==> src/rtl/posit_pair_decoder_pipe.sv <==
// Two-stage posit pair decoder: S1 captures sign, magnitude, regime run and special flags,
// S2 expands them into regime, exponent, fraction and scale. Valid/ready on both sides.
module posit_pair_decoder_pipe #(
    parameter  int WIDTH = 8,
    parameter  int EXP   = 2,
    localparam int REGW  = $clog2(WIDTH) + 1,
    localparam int MTS   = WIDTH - 3 - EXP,
    localparam int SCW   = REGW + EXP
) (
    input  logic                   clk_i,
    input  logic                   rstn,
    input  logic                   flush_i,
    input  logic                   vld_i,
    output logic                   rdy_o,
    input  logic [WIDTH-1:0]       win,
    input  logic [WIDTH-1:0]       din,
    output logic                   vld_o,
    input  logic                   rdy_i,
    output logic                   sign_w,
    output logic                   sign_d,
    output logic signed [REGW-1:0] regi_w,
    output logic signed [REGW-1:0] regi_d,
    output logic [EXP-1:0]         exp_w,
    output logic [EXP-1:0]         exp_d,
    output logic [MTS-1:0]         mts_w,
    output logic [MTS-1:0]         mts_d,
    output logic signed [SCW-1:0]  scale_w,
    output logic signed [SCW-1:0]  scale_d,
    output logic                   zero_w,
    output logic                   zero_d,
    output logic                   nar_w,
    output logic                   nar_d,
    output logic                   long_d
);

    localparam int MW = WIDTH - 1;        // magnitude width (sign stripped)
    localparam int RW = $clog2(WIDTH);    // run-length width, holds up to WIDTH-1
    localparam int FW = EXP + MTS;        // exponent + fraction field width

    typedef struct packed {
        logic          sign;
        logic [MW-1:0] mag;
        logic [RW-1:0] run;
        logic          zero;
        logic          nar;
    } s1_t;

    typedef struct packed {
        logic                   sign;
        logic signed [REGW-1:0] regi;
        logic [EXP-1:0]         expo;
        logic [MTS-1:0]         mts;
        logic signed [SCW-1:0]  scale;
        logic                   zero;
        logic                   nar;
    } s2_t;

    // Priority scan for the run of bits equal to the leading magnitude bit.
    function automatic logic [RW-1:0] run_len(input logic [MW-1:0] m);
        logic [RW-1:0] n;
        logic          stop;
        n    = '0;
        stop = 1'b0;
        for (int i = MW - 1; i >= 0; i--) begin
            if (!stop && (m[i] == m[MW-1])) begin
                n = n + RW'(1);
            end else begin
                stop = 1'b1;
            end
        end
        return n;
    endfunction

    function automatic s1_t stage1(input logic [WIDTH-1:0] x);
        s1_t           o;
        logic [MW-1:0] low;
        low    = x[MW-1:0];
        o.sign = x[WIDTH-1];
        o.mag  = x[WIDTH-1] ? -low : low;
        o.zero = (x == '0);
        o.nar  = (x == {1'b1, {MW{1'b0}}});
        o.run  = run_len(o.mag);
        return o;
    endfunction

    function automatic s2_t stage2(input s1_t s);
        s2_t                    o;
        logic [RW:0]            sh;
        logic [REGW-1:0]        rz;
        logic signed [REGW-1:0] k;
        logic [FW-1:0]          fld;
        sh  = {1'b0, s.run} + (RW + 1)'(1);
        rz  = {1'b0, s.run};
        k   = s.mag[MW-1] ? rz - REGW'(1) : REGW'(0) - rz;
        // Regime and terminator fall off the top; whatever is shifted in from the
        // right is zero, which pads a truncated exponent.
        fld = FW'((s.mag << sh) >> (MW - FW));
        o.sign  = s.sign;
        o.regi  = k;
        o.expo  = fld[FW-1 -: EXP];
        o.mts   = fld[MTS-1:0];
        o.scale = ({{EXP{k[REGW-1]}}, k} << EXP) | SCW'(o.expo);
        o.zero  = s.zero;
        o.nar   = s.nar;
        if (s.zero || s.nar) begin
            o      = '0;
            o.zero = s.zero;
            o.nar  = s.nar;
        end
        return o;
    endfunction

    logic v1_q, v1_d, v2_q, v2_d;
    s1_t  s1w_q, s1w_d, s1d_q, s1d_d;
    s2_t  s2w_q, s2w_d, s2d_q, s2d_d;
    logic dlong_q, dlong_d;
    logic adv1, adv2;
    logic long_c;

    assign adv2  = ~v2_q | rdy_i;
    assign adv1  = ~v1_q | adv2;
    assign rdy_o = adv1;
    assign vld_o = v2_q;

    assign long_c = ~(s1w_q.zero | s1w_q.nar | s1d_q.zero | s1d_q.nar) &
                    (s1d_q.run > s1w_q.run);

    // NOTE: every next-state variable is defaulted to its held value first, so no
    // path through the block leaves one unassigned and no latch is inferred.
    always_comb begin
        v1_d    = v1_q;
        v2_d    = v2_q;
        s1w_d   = s1w_q;
        s1d_d   = s1d_q;
        s2w_d   = s2w_q;
        s2d_d   = s2d_q;
        dlong_d = dlong_q;

        if (adv1) begin
            v1_d = vld_i;
            if (vld_i) begin
                s1w_d = stage1(win);
                s1d_d = stage1(din);
            end
        end

        if (adv2) begin
            v2_d = v1_q;
            if (v1_q) begin
                s2w_d   = stage2(s1w_q);
                s2d_d   = stage2(s1d_q);
                dlong_d = long_c;
            end
        end

        // Flush only kills the valid bits; data registers may keep stale contents.
        if (flush_i) begin
            v1_d = 1'b0;
            v2_d = 1'b0;
        end
    end

    // NOTE: sequential state uses non-blocking assignments so every register samples
    // its next value from the same pre-edge snapshot.
    always_ff @(posedge clk_i or negedge rstn) begin
        if (!rstn) begin
            v1_q    <= 1'b0;
            v2_q    <= 1'b0;
            s1w_q   <= '0;
            s1d_q   <= '0;
            s2w_q   <= '0;
            s2d_q   <= '0;
            dlong_q <= 1'b0;
        end else begin
            v1_q    <= v1_d;
            v2_q    <= v2_d;
            s1w_q   <= s1w_d;
            s1d_q   <= s1d_d;
            s2w_q   <= s2w_d;
            s2d_q   <= s2d_d;
            dlong_q <= dlong_d;
        end
    end

    assign sign_w  = s2w_q.sign;
    assign sign_d  = s2d_q.sign;
    assign regi_w  = s2w_q.regi;
    assign regi_d  = s2d_q.regi;
    assign exp_w   = s2w_q.expo;
    assign exp_d   = s2d_q.expo;
    assign mts_w   = s2w_q.mts;
    assign mts_d   = s2d_q.mts;
    assign scale_w = s2w_q.scale;
    assign scale_d = s2d_q.scale;
    assign zero_w  = s2w_q.zero;
    assign zero_d  = s2d_q.zero;
    assign nar_w   = s2w_q.nar;
    assign nar_d   = s2d_q.nar;
    assign long_d  = dlong_q;

endmodule

==> config.mk <==
export PLATFORM = sky130hd
export DESIGN_NAME = posit_pair_decoder_pipe
export DESIGN_NICKNAME = d
export VERILOG_FILES = /design/src/rtl/posit_pair_decoder_pipe.sv
export SDC_FILE = /design/constraint.sdc
export NUM_CORES = 1
export LEC_CHECK = 0
export ABC_AREA = 1
export CELL_PAD_IN_SITES_DETAIL_PLACEMENT = 1
export CELL_PAD_IN_SITES_GLOBAL_PLACEMENT = 2
export CORE_UTILIZATION = 30
export CTS_CLUSTER_DIAMETER = 40
export DETAILED_ROUTE_END_ITERATION = 10
export PLACE_DENSITY = 0.78
export SYNTH_ARGS = -nofsm -noshare
export SYNTH_HDL_FRONTEND = slang
export SYNTH_SLANG_ARGS = --single-unit
==> constraint.sdc <==
create_clock -name clk_i -period 2 [get_ports clk_i]
set_input_delay 0.5 -clock clk_i [delete_from_list [all_inputs] [get_ports clk_i]]
set_output_delay 0.5 -clock clk_i [all_outputs]
set_load 0.01 [all_outputs]
* Yosys cells after proc, flatten, opt, wreduce, memory -nomap -nowiden
Index checks and enable logic that the tools add are counted.
Storage, ports and cells: register bits 65, latch bits 0, memory bits (writable) 0, ROM bits 0, output and inout bits 39, word-level logic and storage cells 181, memories kept 0
Cells by class: add/subtract/negate cells 19, multiply operators 0, div/mod/pow operators 0, order comparisons 1, equality and inequality tests 14, shift-type cells 2, multiplexer cells 76, bitwise gates (word level) 11, reductions and logical operators 31
Operator list (count):
- two-way mux 3 bit | 34
- two-way mux 1 bit | 36
- two-way mux 18 bit | 2
- adder 3 x 1 -> 3 bit (second input constant) | 11
- == test 8 bit (second input constant) | 2
- logical NOT 8 bit | 2
- two-way mux 7 bit | 2
- negation 7 bit | 2
- left shift 7 x 4 -> 7 bit | 2
- == test 1 bit | 12
- logical AND 1 bit | 12
- OR 6 x 2 -> 6 bit | 2
- logical NOT 1 bit | 11
- adder 3 x 1 -> 4 bit (second input constant) | 2
- two-way mux 4 bit | 2
- subtractor 1 x 3 -> 4 bit (first input constant) | 2
- subtractor 3 x 1 -> 4 bit (second input constant) | 2
- OR 1 bit | 5
- AND reduction 2 bit | 2
- nonzero test 2 bit | 2
- greater-than comparator 3 bit | 1
- inverter 1 bit | 3
- logical OR 1 bit | 2
- bitwise AND 1 bit | 1

* Depth between registers and ports, before layout
Gate-level depths: netlist of the first run.
depth after elaboration 32, gate-level depth with buffers 15, depth with buffers taken out 15

* Worst setup path after synthesis of the first run
No wires, ideal clock.
path kind input to register, start in win[0], end reg s1w_q[3] (netlist bit), library setup time 118 ps, arrival 1663 ps, required time 1882 ps, slack 219 ps, stages on the path 13, cells stage by stage inv_1 -> ha_1 -> nand3_2 -> nand2_2 -> nand2_4 -> nand2_4 -> buf_12 -> nand2_4 -> nand2_4 -> o21ai_1 -> nand2_1 -> a21oi_2 -> nor2_2
On the way: word-level cells in the longest chain between the ends 30, elaborated cells between the ends (all ways) 55
Ends and longest elaborated chain:
- from (decl) | line 15 | input logic [WIDTH-1:0] win,
- negation 7 bit | line 79 | o.mag = x[WIDTH-1] ? -low : low;
- two-way mux 7 bit * | line 79
- parallel branches: the longest is 27 deep, another holds adder 3 x 1 -> 3 bit
- two-way mux 3 bit * | line 65 | if (!stop && (m[i] == m[MW-1])) begin
- to (signal assigned) | line 177 | s1w_q <= s1w_d;
- to (decl) | line 114 | s1_t s1w_q, s1w_d, s1d_q, s1d_d;
Every way passes the cells marked *. The select of a mux whose other input is x is not followed. A chain may end at the register's enable or synchronous reset.

* Final worst setup path of the first run
start in din[1], end reg s1d_q[2] (netlist bit)
On the way: word-level cells in the longest chain between the ends 30, elaborated cells between the ends (all ways) 55
Ends and longest elaborated chain:
- from (decl) | line 16 | input logic [WIDTH-1:0] din,
- negation 7 bit | line 79
- two-way mux 7 bit * | line 79
- parallel branches: the longest is 27 deep, another holds adder 3 x 1 -> 3 bit
- two-way mux 3 bit * | line 65
- to (signal assigned) | line 170 | s1d_q <= '0;
- to (signal assigned) | line 178 | s1d_q <= s1d_d;
- to (decl) | line 114
Marks and branches as above.

==> flow_summary.json, run 1 <==
{
  "cts_buffers": 5,
  "timing.final.crit_period_ps": 1930,
  "relSlewSlack_pct": 61.9,
  "netlist_instances": 441,
  "layout-drive-gt1-share_pct": 22.7,
  "multiInputGateArea_mm2": 0.00187,
  "crit_chain": "clkdlybuf4s50_1 -> inv_2 -> ha_4 -> nand3_4 -> nand2_2 -> nand2_4 -> nand2_4 -> inv_2 -> nand2_2 -> nand2_4 -> nand3_4 -> nor2_2 -> nand2_1 -> nand3_1 -> nand2_1",
  "cp_max_fo": 7,
  "setup_slack_ps": 69.3,
  "crit_type": "primary input to flop",
  "viasPerCell": 4.64,
  "grt_usage_pct": 15.5,
  "num-nets-final": 566,
  "ys_types": 35,
  "max_freq_ghz": 0.518,
  "synthTopCellsByCount": "131 x nand2_1, 53 x dfrtp_1, 49 x o21ai_0",
  "finalPower_mw": 3.85,
  "path_common_cell": "nand2_4",
  "cp_top_family": "simple AND/OR/NAND/NOR gates",
  "cts.sinks": 53,
  "syn_area_per_cell_um2": 7.66,
  "cts.clk_slew.worst_paths_ps": 90,
  "grt_max_degree": 28,
  "routed_wl_um": 8670,
  "synthFlopType": "dfrtp_1",
  "maxCapViolations": 0,
  "critical_path_buf_inv_count": 3,
  "n_antenna_cell": 0,
  "antenna_found_initial": 0,
  "grt_pass1_wl_um": 14500,
  "r2r-start": "s1w_q[2]$_DFFE_PN0P_",
  "max-vdd-ir-drop_uv": 366,
  "pre_cts_ws_ps": -447,
  "synth_area_mm2": 0.00338,
  "start_util_pct": 31.0,
  "critPathLaunchType": "primary input",
  "synth_edf_count": 0,
  "finalHoldViolations": 0,
  "die_x_um": 108,
  "yosys_warnings": 0,
  "htree_num_levels": 2,
  "hp-class": "primary input to asynchronous set/reset pin",
  "clock-skew-final_ps": 5.31,
  "dr.pass1.iters": 4,
  "clk_latency_ps": 310,
  "place_congestion": 0.770,
  "yosysTopAreaCell": "dfrtp_1",
  "critPathMaxStageDelay_ps": 470,
  "async_reset_ff_share_pct": 100,
  "drtIter0Drc": 125,
  "crit_arrival_ps": 2130,
  "numPortBuffers": 59,
  "fill_cells": 1385,
  "setup-violations-final": 0,
  "r2r_setup_slack_ps": 170,
  "clockBufferDepth": 2,
  "slew_viol_final": 0,
  "cp.required_ps": 2200,
  "tightest_slew_ps": 568,
  "dieArea_mm2": 0.0117,
  "p_leak_nw": 2.26,
  "grt_pass1_vias": 3116,
  "wl_per_cell_um": 12.8,
  "chipHeight_um": 108,
  "cp-end-kind": "flop",
  "seq_area_mm2": 0.00133,
  "cts-root-buf": "clkbuf_8",
  "status": "complete, no violations",
  "core_mm2": 0.0109,
  "synth.area.top_cells": "dfrtp_1 39%, nand2_1 15%, o21ai_0 7.3%, inv_1 4.9%, nand3_1 3.6%",
  "holdBufCountCts": 0,
  "power.density_mw_per_mm2": 817,
  "ys_seq_area_share_pct": 39.3,
  "ioPinCount": 60,
  "grt_overflow_total": 0,
  "slowest_stage": "clkdlybuf4s50_1",
  "rows": 38,
  "rr_endpoint": "mts_w[2]$_DFFE_PN0P_",
  "via_count": 3141,
  "r2r_cells": 6,
  "hpwlAfterDp_um": 6820,
  "syn_nets": 471,
  "holdWs_ps": 168,
  "ys_seq_elements": 53,
  "synth_most_common_cell": "nand2_1",
  "drtAntennaViolNets": 0,
  "syn_to_final_growth_pct": 39.5,
  "synth_top_area_share_pct": 39.3,
  "cts_tree": "yes",
  "fin_crit_sh_pct": 96.5,
  "drcViolationCount": 0
}
-- layout by cell type, fill, tap and decap left out, drive strengths merged, types with 8 or more instances in the layout --
cell,synthesis,routed
ha,9,9
nand2,147,148
buf,17,54
nor2,22,22
a21oi,8,8
inv,48,48
nand3,29,29
clkdlybuf4s50,0,54
o21ai,52,52
dfrtp,53,53
-- report_power, final --
group | switching [mW] | internal (mW) | leakage (nW) | total, mW
clock | 0.355 | 0.407 | 0.0574 | 0.762
combinational | 0.821 | 0.848 | 1.53 | 1.67
sequential | 0.151 | 1.26 | 0.675 | 1.41
-- per-layer routing --
layer  routed length, um  track usage, %  up-vias
met3                 217            1.81        6
met1                4110            20.3     1471
met5                   0               0        -
met2                4260            27.1       45
met4                  81            3.52        0
li1                    -               -     1619
-- timing repair --
action,4_1_cts,5_1_grt
pin swaps,0,15
setup buffers,0,5
gates cloned,0,1
gates resized for setup,8,40
endpoints found under the setup margin,7,6
-- worst register-to-register path, stage by stage, from the launching register on --
cell and delay [ps]:
dfrtp_1 450, inv_1 140, ha_1 480, inv_1 130, mux2i_1 140, a32o_1 220, a22o_1 170
-- per-stage QoR --
| step | cell area (um^2) | TNS, ps | utilization, % | std cells |
|---|---|---|---|---|
| 6_report | 4710 | 0 | 43.3 | 677 |
| 5_1_grt | 4710 | -37.6 | 43.3 | 677 |
| 4_1_cts | 4520 | 0 | 41.5 | 671 |
| 3_5_place_dp | 4360 | -2860 | 40.1 | 663 |
| 3_3_place_gp | 4360 | -2160 | 40.1 | 663 |
| 2_1_floorplan | 3380 | 0 | - | 441 |
-- registers in the layout, indices dropped and copies added, names as in the netlist, 3 cells and up --
name / cells
s1d_q: 13
mts_d: 3
regi_w: 4
mts_w: 3
s1w_q: 13
regi_d: 4
-- cell families (layout without fill, tap and decap cells) --
kind of cell | count (synthesis) | count (layout) | share of synthesized area, %
flops | 53 | 53 | 39.3
simple gates | 211 | 212 | 29.5
fa+ha+maj | 9 | 9 | 3.33
mux | 4 | 4 | 1.19
compound gates | 79 | 79 | 13.4
xor+xnor | 11 | 11 | 2.85
buf+inv | 74 | 169 | 10.5
-- worst max-delay path by stage --
stage | from | endpoint | slack, ps | cells after the start
finish | din[1] | s1d_q[2]$_DFFE_PN0P_ | 70 | 15
global route | din[0] | s1d_q[2]$_DFFE_PN0P_ | -40 | 13
CTS | win[1] | s1w_q[3]$_DFFE_PN0P_ | 10 | 14
detailed placement | win[1] | s1w_q[3]$_DFFE_PN0P_ | -450 | 14
global placement | win[1] | s1w_q[3]$_DFFE_PN0P_ | -370 | 14
floorplan | win[0] | s1w_q[3]$_DFFE_PN0P_ | 220 | 13
-- layout make-up --
type                    count  share of cell area, %
multi-input cells         315                   39.8
flip-flops and latches     53                   28.2
repair buffers            112                   21.9
inverters                  49                   3.91
well taps                 140                   3.72
clock buffers               6                   1.75
clock inverters             2                  0.797
Note: power is estimated with default switching activity, not from simulation.
==> inputs of run 2 (changes only) <==
Settings changed: GPL_TIMING_DRIVEN from default to 1, SLEW_MARGIN from default to 10.
==> results of run 2 <==
No change in the layout: final DEF, timing and power equal those of run 1.
